`config.mk`:
```
export PLATFORM = sky130hd
export DESIGN_NAME = conv_window_gen
export DESIGN_NICKNAME = d
export VERILOG_FILES = /design/src/rtl/conv_window_gen.sv
export SDC_FILE = /design/constraint.sdc
export NUM_CORES = 1
export LEC_CHECK = 0
export CAP_MARGIN = 20
export CORE_MARGIN = 2
export CORE_UTILIZATION = 25
export CTS_CLUSTER_DIAMETER = 60
export DETAILED_ROUTE_END_ITERATION = 8
export DONT_BUFFER_PORTS = 1
export GPL_TIMING_DRIVEN = 0
export SLEW_MARGIN = 10
export SYNTH_ARGS = -nofsm -noshare
export SYNTH_HDL_FRONTEND = slang
export SYNTH_SLANG_ARGS = --single-unit
export TNS_END_PERCENT = 1
```
`constraint.sdc`:
```
create_clock -name clk -period 5.2 [get_ports clk]
set_clock_uncertainty 0.05 [all_clocks]
set_input_delay 0.52 -clock clk [delete_from_list [all_inputs] [get_ports clk]]
set_output_delay 0.52 -clock clk [all_outputs]
set_load 0.02 [all_outputs]
```
`src/rtl/conv_window_gen.sv`:
```
// Streaming FILTER_SIZE x FILTER_SIZE sliding-window generator over a raster pixel stream.
// Optional build macro CONV_WIN_STRIDE2_EN restricts valid windows to stride-2 positions.
module conv_window_gen #(
    parameter int FILTER_SIZE = 5,
    parameter int DATA_BITS   = 8,
    parameter int IMG_WIDTH   = 28,
    parameter int IMG_HEIGHT  = 28
) (
    input  logic                                       clk,
    input  logic                                       rst_n,
    input  logic                                       in_val,
    input  logic [DATA_BITS-1:0]                       pix_in,
    output logic [FILTER_SIZE*FILTER_SIZE*DATA_BITS-1:0] data_out,
    output logic                                       valid,
    output logic                                       frame_done
);
    localparam int FS = FILTER_SIZE;
    localparam int NL = FILTER_SIZE - 1;
    localparam int CW = $clog2(IMG_WIDTH);
    localparam int RW = $clog2(IMG_HEIGHT);

    logic [CW-1:0]        r_col;
    logic [RW-1:0]        r_row;
    logic [DATA_BITS-1:0] r_win   [FS][FS];
    logic [DATA_BITS-1:0] w_lb_rd [NL];
    logic [DATA_BITS-1:0] w_colin [FS];
    logic                 w_col_last, w_row_last, w_win_done;
    logic                 r_valid, r_frame_done;

    // Line buffers: index 0 holds the oldest line, NL-1 the previous line.
    for (genvar gl = 0; gl < NL; gl++) begin : g_lb
        logic [DATA_BITS-1:0] r_mem [IMG_WIDTH];
        logic [DATA_BITS-1:0] w_wr;
        if (gl == NL - 1) begin : g_newest
            assign w_wr = pix_in;
        end else begin : g_older
            assign w_wr = w_lb_rd[gl+1];
        end
        assign w_lb_rd[gl] = r_mem[r_col];
        always_ff @(posedge clk) begin
            if (in_val) r_mem[r_col] <= w_wr;
        end
    end

    for (genvar gr = 0; gr < FS; gr++) begin : g_colin
        if (gr == NL) begin : g_pix
            assign w_colin[gr] = pix_in;
        end else begin : g_buf
            assign w_colin[gr] = w_lb_rd[gr];
        end
        for (genvar gc = 0; gc < FS; gc++) begin : g_pack
            assign data_out[(gr*FS+gc)*DATA_BITS +: DATA_BITS] = r_win[gr][gc];
        end
    end

    assign w_col_last = (r_col == CW'(IMG_WIDTH - 1));
    assign w_row_last = (r_row == RW'(IMG_HEIGHT - 1));
`ifdef CONV_WIN_STRIDE2_EN
    // (pos - (FS-1)) even is the same as pos LSB matching the LSB of FS-1.
    localparam logic FS_PAR = 1'((FS - 1) % 2);
    assign w_win_done = (r_row >= RW'(FS - 1)) && (r_col >= CW'(FS - 1)) &&
                        (r_row[0] == FS_PAR) && (r_col[0] == FS_PAR);
`else
    assign w_win_done = (r_row >= RW'(FS - 1)) && (r_col >= CW'(FS - 1));
`endif

    always_ff @(posedge clk or negedge rst_n) begin
        if (!rst_n) begin
            for (int r = 0; r < FS; r++)
                for (int c = 0; c < FS; c++)
                    r_win[r][c] <= '0;
        end else if (in_val) begin
            for (int r = 0; r < FS; r++) begin
                for (int c = 0; c < FS - 1; c++)
                    r_win[r][c] <= r_win[r][c+1];
                r_win[r][FS-1] <= w_colin[r];
            end
        end
    end

    always_ff @(posedge clk or negedge rst_n) begin
        if (!rst_n) begin
            r_col        <= '0;
            r_row        <= '0;
            r_valid      <= 1'b0;
            r_frame_done <= 1'b0;
        end else begin
            r_valid      <= in_val && w_win_done;
            r_frame_done <= in_val && w_col_last && w_row_last;
            if (in_val) begin
                if (w_col_last) begin
                    r_col <= '0;
                    r_row <= w_row_last ? '0 : r_row + 1'b1;
                end else begin
                    r_col <= r_col + 1'b1;
                end
            end
        end
    end

    assign valid      = r_valid;
    assign frame_done = r_frame_done;
endmodule

```
==> results.sh <==
export IMPL_route_detailed_wl_per_inst_um=24.9
export IMPL_sum_of_net_half_perimeters_after_detailed_placement_mm=78.9
export IMPL_cp_data_arrival_time_ps=4740
export IMPL_post_cts_resize_count=0
export IMPL_post_cts_setup_buffers=0
export IMPL_global_route_usage_total_pct=13.2
export IMPL_worstHoldPathType="primary input to async pin"
export IMPL_cts_made_buffers=108
export IMPL_die_x_um=415
export IMPL_synth_area_top_cells="sky130_fd_sc_hd__edfxtp_1 64%, sky130_fd_sc_hd__dfrtp_1 13%, sky130_fd_sc_hd__mux2i_1 6.8%"
export IMPL_die_area_um2=173000
export IMPL_layout_common_cells="896 x sky130_fd_sc_hd__edfxtp_1, 288 x sky130_fd_sc_hd__mux2i_1, 212 x sky130_fd_sc_hd__dfrtp_1"
export IMPL_synth_largest_area_cell="sky130_fd_sc_hd__edfxtp_1"
export IMPL_layout_worst_path_cycle_share_pct=89.0
export IMPL_synth_seq_area_share_pct=76.1
export IMPL_timing_fmax_ghz=0.216
export IMPL_clkTransAtPathRegs_ps=60
export IMPL_cts_hold_buf=8
export IMPL_final_setup_viol_count=0
export IMPL_num_fill_cells=16400
export IMPL_outcome="finished, violations left"
export IMPL_worst_rel_slew_slack_pct=23.8
export IMPL_worst_path_required_ps=5310
export IMPL_tritoncts_num_sinks=1108
export IMPL_peakVddDrop_mv=0.388
export IMPL_cts_root_buffer_cell="sky130_fd_sc_hd__clkbuf_16"
export IMPL_p_clk_share_pct=23.5
export IMPL_worst_pin_slew_ps=1140
export IMPL_dieHeight_um=415
export IMPL_drv_cap=0
export IMPL_cp_max_fo=28
export IMPL_cell_internal_pwr_uw=20300
export IMPL_yosys_register_bits=1108
export IMPL_clk_path_buf_depth=3
export IMPL_synth_enable_flop_cells=896
export IMPL_grt_first_pass_wirelength_mm=166
export IMPL_clock_tree_from_tritoncts="done"
export IMPL_post_route_drc_count=2
export IMPL_power_net_switching_uw=11500
export IMPL_total_leakage_power_uw=0.0167
export IMPL_rows=151
export IMPL_boundaryPins=213
export IMPL_cellPowerDensity_nw_per_um2=636
export IMPL_critical_path_endpoint_type="flip-flop"
export IMPL_routed_via_density=4.75
export IMPL_routed_wirelength_mm=117
export IMPL_number_of_port_buffers=0
export IMPL_syn_area_um2=42300
export IMPL_final_antenna_net_count=0
export IMPL_finalHoldViolations=212
export IMPL_crit_type="flip-flop to flip-flop"
export IMPL_total_number_of_h_tree_levels=3
export IMPL_final_layout_size_suffix_gt1_share_pct=23.2
export IMPL_hold_worst_slack_ps=-533
export IMPL_violations="DRC, hold timing"
export IMPL_slew_viol_final=0
export IMPL_distinct_cell_type_count_of_the_synthesized_netlist=61
export IMPL_drt_iter0_drc=2522
export IMPL_syn_mean_instance_area_um2=19.1
export IMPL_final_setup_tns_ps=0
export IMPL_nNetsFinal=2408
export IMPL_ff2ff_path_depth=7
export IMPL_grt_max_degree=213
export IMPL_synth_top_area_share_pct=63.6
export IMPL_post_synth_inst_count=2213
export IMPL_mostFrequentLayoutCell="sky130_fd_sc_hd__edfxtp_1"
export IMPL_coreArea_um2=169000
export IMPL_unrepaired_setup_endpoints_after_global_routing="no"
export IMPL_yosys_warning_count=0
export IMPL_setup_slack_ps=573
export IMPL_place_congestion=0.839
export IMPL_mappedNetlistNets=2230
export IMPL_vias=22400
export IMPL_drt_first_pass_iters=8
export IMPL_async_flop_share_pct=19.1
export IMPL_clk_latency_ps=700
export IMPL_number_of_antenna_violations_at_the_first_check_in_global_routing=4
export IMPL_start_kind="flip-flop"
export IMPL_via_count_of_the_first_global_routing_pass=21800
export IMPL_initial_utilization_pct=25.1
export IMPL_dpl_worst_slack_ps=376
export IMPL_globalRoute_totalOverflow=0
export IMPL_netSwitchingFraction_pct=36.2
export IMPL_synthToLayoutAreaGrowth_pct=17.9
export IMPL_postSynth_topFlopCell="sky130_fd_sc_hd__edfxtp_1"
export IMPL_timing_final_crit_period_ps=4630
export IMPL_share_comb_of_total_power_pct=29.4
export IMPL_power_frac_seq_pct=47.2
==> worst max-delay path, cell delays in order (launching register included) <==
cell and delay (ps):
sky130_fd_sc_hd__dfrtp_1 480, sky130_fd_sc_hd__buf_6 210, sky130_fd_sc_hd__nand4bb_1 130, sky130_fd_sc_hd__buf_2 360, sky130_fd_sc_hd__clkbuf_1 890, sky130_fd_sc_hd__o22ai_1 240, sky130_fd_sc_hd__nor4_1 810, sky130_fd_sc_hd__nand2_1 890
==> worst paths after layout <==
kind / slack, ps / from / end
max in group asynchronous: 5350 / rst_n / data_out[105]
worst max-delay path: 570 / r_col[0] / g_lb[2].r_mem[10][7]
worst min-delay path: -530 / rst_n / data_out[180]
worst min register to register: 500 / r_row[0] / r_row[0]
min in group clk: 80 / pix_in[5] / g_lb[3].r_mem[23][5]
worst max register to register: 570 / r_col[0] / g_lb[2].r_mem[10][7]
==> routing by layer <==
metal	wire length, um	global-route usage (%)	up-vias	share of wire (%)
li1	-	-	9266	-
met1	47400	17.2	11800	40
met2	56200	21.8	1040	48
met3	10100	2.90	211	8.6
met4	3560	4.47	0	3.0
met5	0	0	-	0
==> registers in the layout, indices dropped and copies added, names as in the netlist <==
register and flops:
valid 1, data_out 200, r_row 5, r_col 5, frame_done 1, g_lb.r_mem 896
==> synthesized netlist by cell type (all sizes together), types with 3 or more instances <==
master and instances:
mux4 80, o22a 4, o221ai 8, nand3 28, nand2 38, nand4b 3, a31oi 25, a21oi 9
dfrtp 212, nor4 19, or4b 3, inv 6, a221oi 7, o22ai 90, edfxtp 896, nand4bb 4
a22oi 37, a211oi 7, nor2b 4, a21o 5, nor2 64, buf 69, mux2i 288, clkbuf 52
ha 6, mux2 173, a2111oi 3, a22o 21, nand3b 4, nor3 10, a211o 3, o21ai 14
==> through the flow <==
step                total power (uW)  instances  utilization (%)  instance area, um^2
floorplan                      20000       2213                -                42300
global placement               23600       4431             26.7                45100
detailed placement             24000       4481             27.4                46200
CTS                            31500       4694             29.4                49700
global route                   32800       4705             29.6                49900
finish                         31700       4706             29.6                49900
==> cell families after synthesis <==
kind of cell | after synthesis | share of synthesized area (%)
buf+inv | 128 | 1.61
simple gates | 192 | 2.44
xor+xnor | 2 | 0.0414
mux | 541 | 15.8
fa+ha+maj | 6 | 0.177
compound gates | 236 | 3.86
flops | 1108 | 76.1
==> area by class of cell <==
cell class / instances / area [um^2] / share of cell area, %
diodes: 2 / 5.00 / 0.0100
flip-flops and latches: 1108 / 32200 / 64.6
multi-input cells: 977 / 9640 / 19.3
clock inverters: 59 / 453 / 0.908
clock buffers: 146 / 2890 / 5.79
well taps: 2218 / 2780 / 5.56
inverters: 7 / 27.5 / 0.0552
repair buffers: 68 / 1240 / 2.48
plain buffers: 121 / 657 / 1.32
==> power by group through the flow <==
stage	registers, uW	clock network (uW)	logic, uW
2_1_floorplan	14600	0	5340
3_3_place_gp	15300	0	8360
3_5_place_dp	15200	0	8820
4_1_cts	15000	7540	8890
5_1_grt	15100	7900	9830
6_report	15000	7450	9320
(Power assumes the default switching activity.)
==> edit (config.mk and constraints unchanged) <==
`DATA_BITS`: 8 -> 6.
--- a/src/rtl/conv_window_gen.sv
+++ b/src/rtl/conv_window_gen.sv
@@ -4,3 +4,3 @@
     parameter int FILTER_SIZE = 5,
-    parameter int DATA_BITS   = 8,
+    parameter int DATA_BITS   = 6,
     parameter int IMG_WIDTH   = 28,
Interface: changed (resized data_out and pix_in); port bits go from 213 to 161. The function was not compared with the original's and may differ.
==> edit against the unedited design <==
  * Core utilization hardly changed
  * Via count decreased by 26%
  * Highest routed layer unchanged
  * Sequential cell count fell by 274
  * Wire length down 27%
  * Total power decreased by 25%
  * First-iteration DRC count down 28%
  * Synthesized cell count fell by 26%
  * Design area down 25%
  * Area after synthesis fell by 25%
  * Count of clock-buffer cells in the layout is 43 lower
  * Critical path depth unchanged
  * Sequential power decreased by 24%
  * Worst setup slack better by 0.58 ns
==> edit: results <==
[global_route]
grt_overflow = 0
grt_max_degree = 163
globalRouteTotalUtil = 0.129
grt_pass1_vias = 17000
antenna_found_initial = 1
first_pass_grt_wire_length_mm = 123

[clock_network]
path_clk_slew_ns = 0.06
cts_resized = 0
cts_hold_buffers = 8
ctsHtreeMaxLevel = 3
post-cts-setup-buffers = 0
clock_latency_ns = 0.66
cts_made_buffers = 77

[power_and_ir_drop]
p_int_uw = 15400
leakagePower_uw = 0.0124
vdd.ir_drop.worst_mv = 0.374

[drt]
wl_per_cell_um = 24.4
firstDrtPassIters = 5
via_count = 16500
drtIter0Drc = 1821

[layout]
number_of_flip_flops_under_the_largest_register_name = 672
largest_register = g_lb.r_mem
fin_nets = 1779
fillcell_total = 12300
ratio_of_cells_with_drive_above_1_in_the_final_layout = 0.266

[yosys]
ys_seq_area_frac = 0.759
post_synth_arst_share = 0.194
dominantRegCellSynth = sky130_fd_sc_hd__edfxtp_1
yosys.cell_types.count = 55
edff_count_synth = 672
synth.cells.most_frequent = sky130_fd_sc_hd__edfxtp_1 (672), sky130_fd_sc_hd__dfrtp_1 (162), sky130_fd_sc_hd__mux2i_1 (156)
synth.net_count = 1653
netlist_top_cells_area = sky130_fd_sc_hd__edfxtp_1 (63%), sky130_fd_sc_hd__dfrtp_1 (13%), sky130_fd_sc_hd__mux4_2 (6.3%), sky130_fd_sc_hd__mux2i_1 (4.9%), sky130_fd_sc_hd__mux2_2 (4.6%)

[placement]
place_hpwl_mm = 57.4
place.gp.congestion = 0.855
io_buffers = 0
post-place-ws_ns = 0.632

[critical_path]
critPathSlowestCell = sky130_fd_sc_hd__nand2_1
largest_delay_contributor_family_on_the_critical_path = buffers and inverters
cp_data_arrival_time_ns = 4.08
crit_path_max_incr_delay_ns = 0.91
worst-path-max-fanout = 28

[hold_path]
hold_path.class = input port to flip-flop

[sta]
slew_worst_pin_ns = 1.17

[run_status]
outcome = finished, final reports clean
==> edit: cell types whose count changed in the layout (fill, tap and decap cells not counted), sizes merged, moves of 13 or more <==
cell and delta:
clkbuf -68, clkinv -25, dfrtp -50, o22ai -20, buf -34, mux2i -132, nand3 -13, mux2 -43
a22oi -24, edfxtp -224
==> edit: kinds of logic (layout without fill, tap and decap cells) <==
group / after synthesis / in the layout / synth area share
and+or+nand+nor: 161 / 161 / 0.0259
adders and majority gates: 6 / 6 / 0.00235
xor gates and xnor gates: 2 / 2 / 0.000549
AOI/OAI and AO/OA: 166 / 166 / 0.0379
muxes: 375 / 375 / 0.158
other: 0 / 1 / 0
buffers and inverters: 94 / 285 / 0.0164
DFF: 834 / 834 / 0.759
==> edit: final cells by class <==
type / count / area share
tap: 1662 / 0.0553
buffer: 87 / 0.0132
multi-input combinational: 710 / 0.196
timing repair buffer: 47 / 0.0220
antenna: 1 / 0.0000666
clock buffer: 103 / 0.0575
clock inverter: 41 / 0.0110
inverter: 7 / 0.000732
sequential: 834 / 0.645
==> edit: power groups by stage <==
stage	logic (uW)	registers, uW	clock network (uW)
5_1_grt	7260	11500	6050
4_1_cts	6700	11400	5810
3_5_place_dp	6630	11600	0
3_3_place_gp	6180	11500	0
6_report	6820	11400	5710
2_1_floorplan	4180	11100	0
==> edit: metal layers <==
layer,track usage,share of wire
met4,0.0422,0.029
met3,0.0253,0.073
met2,0.227,0.51
met5,0,0
met1,0.157,0.39
==> edit: metrics by stage <==
stage | cell area (um^2) | cells | hold WS [ns]
final | 37600 | 3492 | 0.126
after global routing | 37600 | 3491 | 0.105
after CTS | 37500 | 3485 | 0.0859
after detailed placement | 34800 | 3333 | 0.181
after global placement | 34000 | 3300 | 0.181
after floorplan | 31900 | 1638 | 0.174
==> edit: path summary, 6_finish.rpt <==
check / from / end / slack [ns] / cells after the start
worst max-delay path: r_col[1] / g_lb[0].r_mem[16][1] / 1.16 / 7
worst max register to register: r_col[1] / g_lb[0].r_mem[16][1] / 1.16 / 7
min in group asynchronous: rst_n / data_out[7] / 0.45 / 2
max in group asynchronous: rst_n / data_out[82] / 3.89 / 2
worst min-delay path: pix_in[5] / g_lb[3].r_mem[27][5] / 0.13 / 1
worst min register to register: r_row[0] / r_row[0] / 0.55 / 1
==> edit: worst reg2reg max path, delay by kind of cell (launching register included) <==
kind,cells,cell delay (ns)
multiplexers,1,0.26
AO/OA/AOI/OAI,2,0.73
AND/OR/NAND/NOR,1,0.91
buffers and inverters,3,1.11
flip-flops,1,0.40
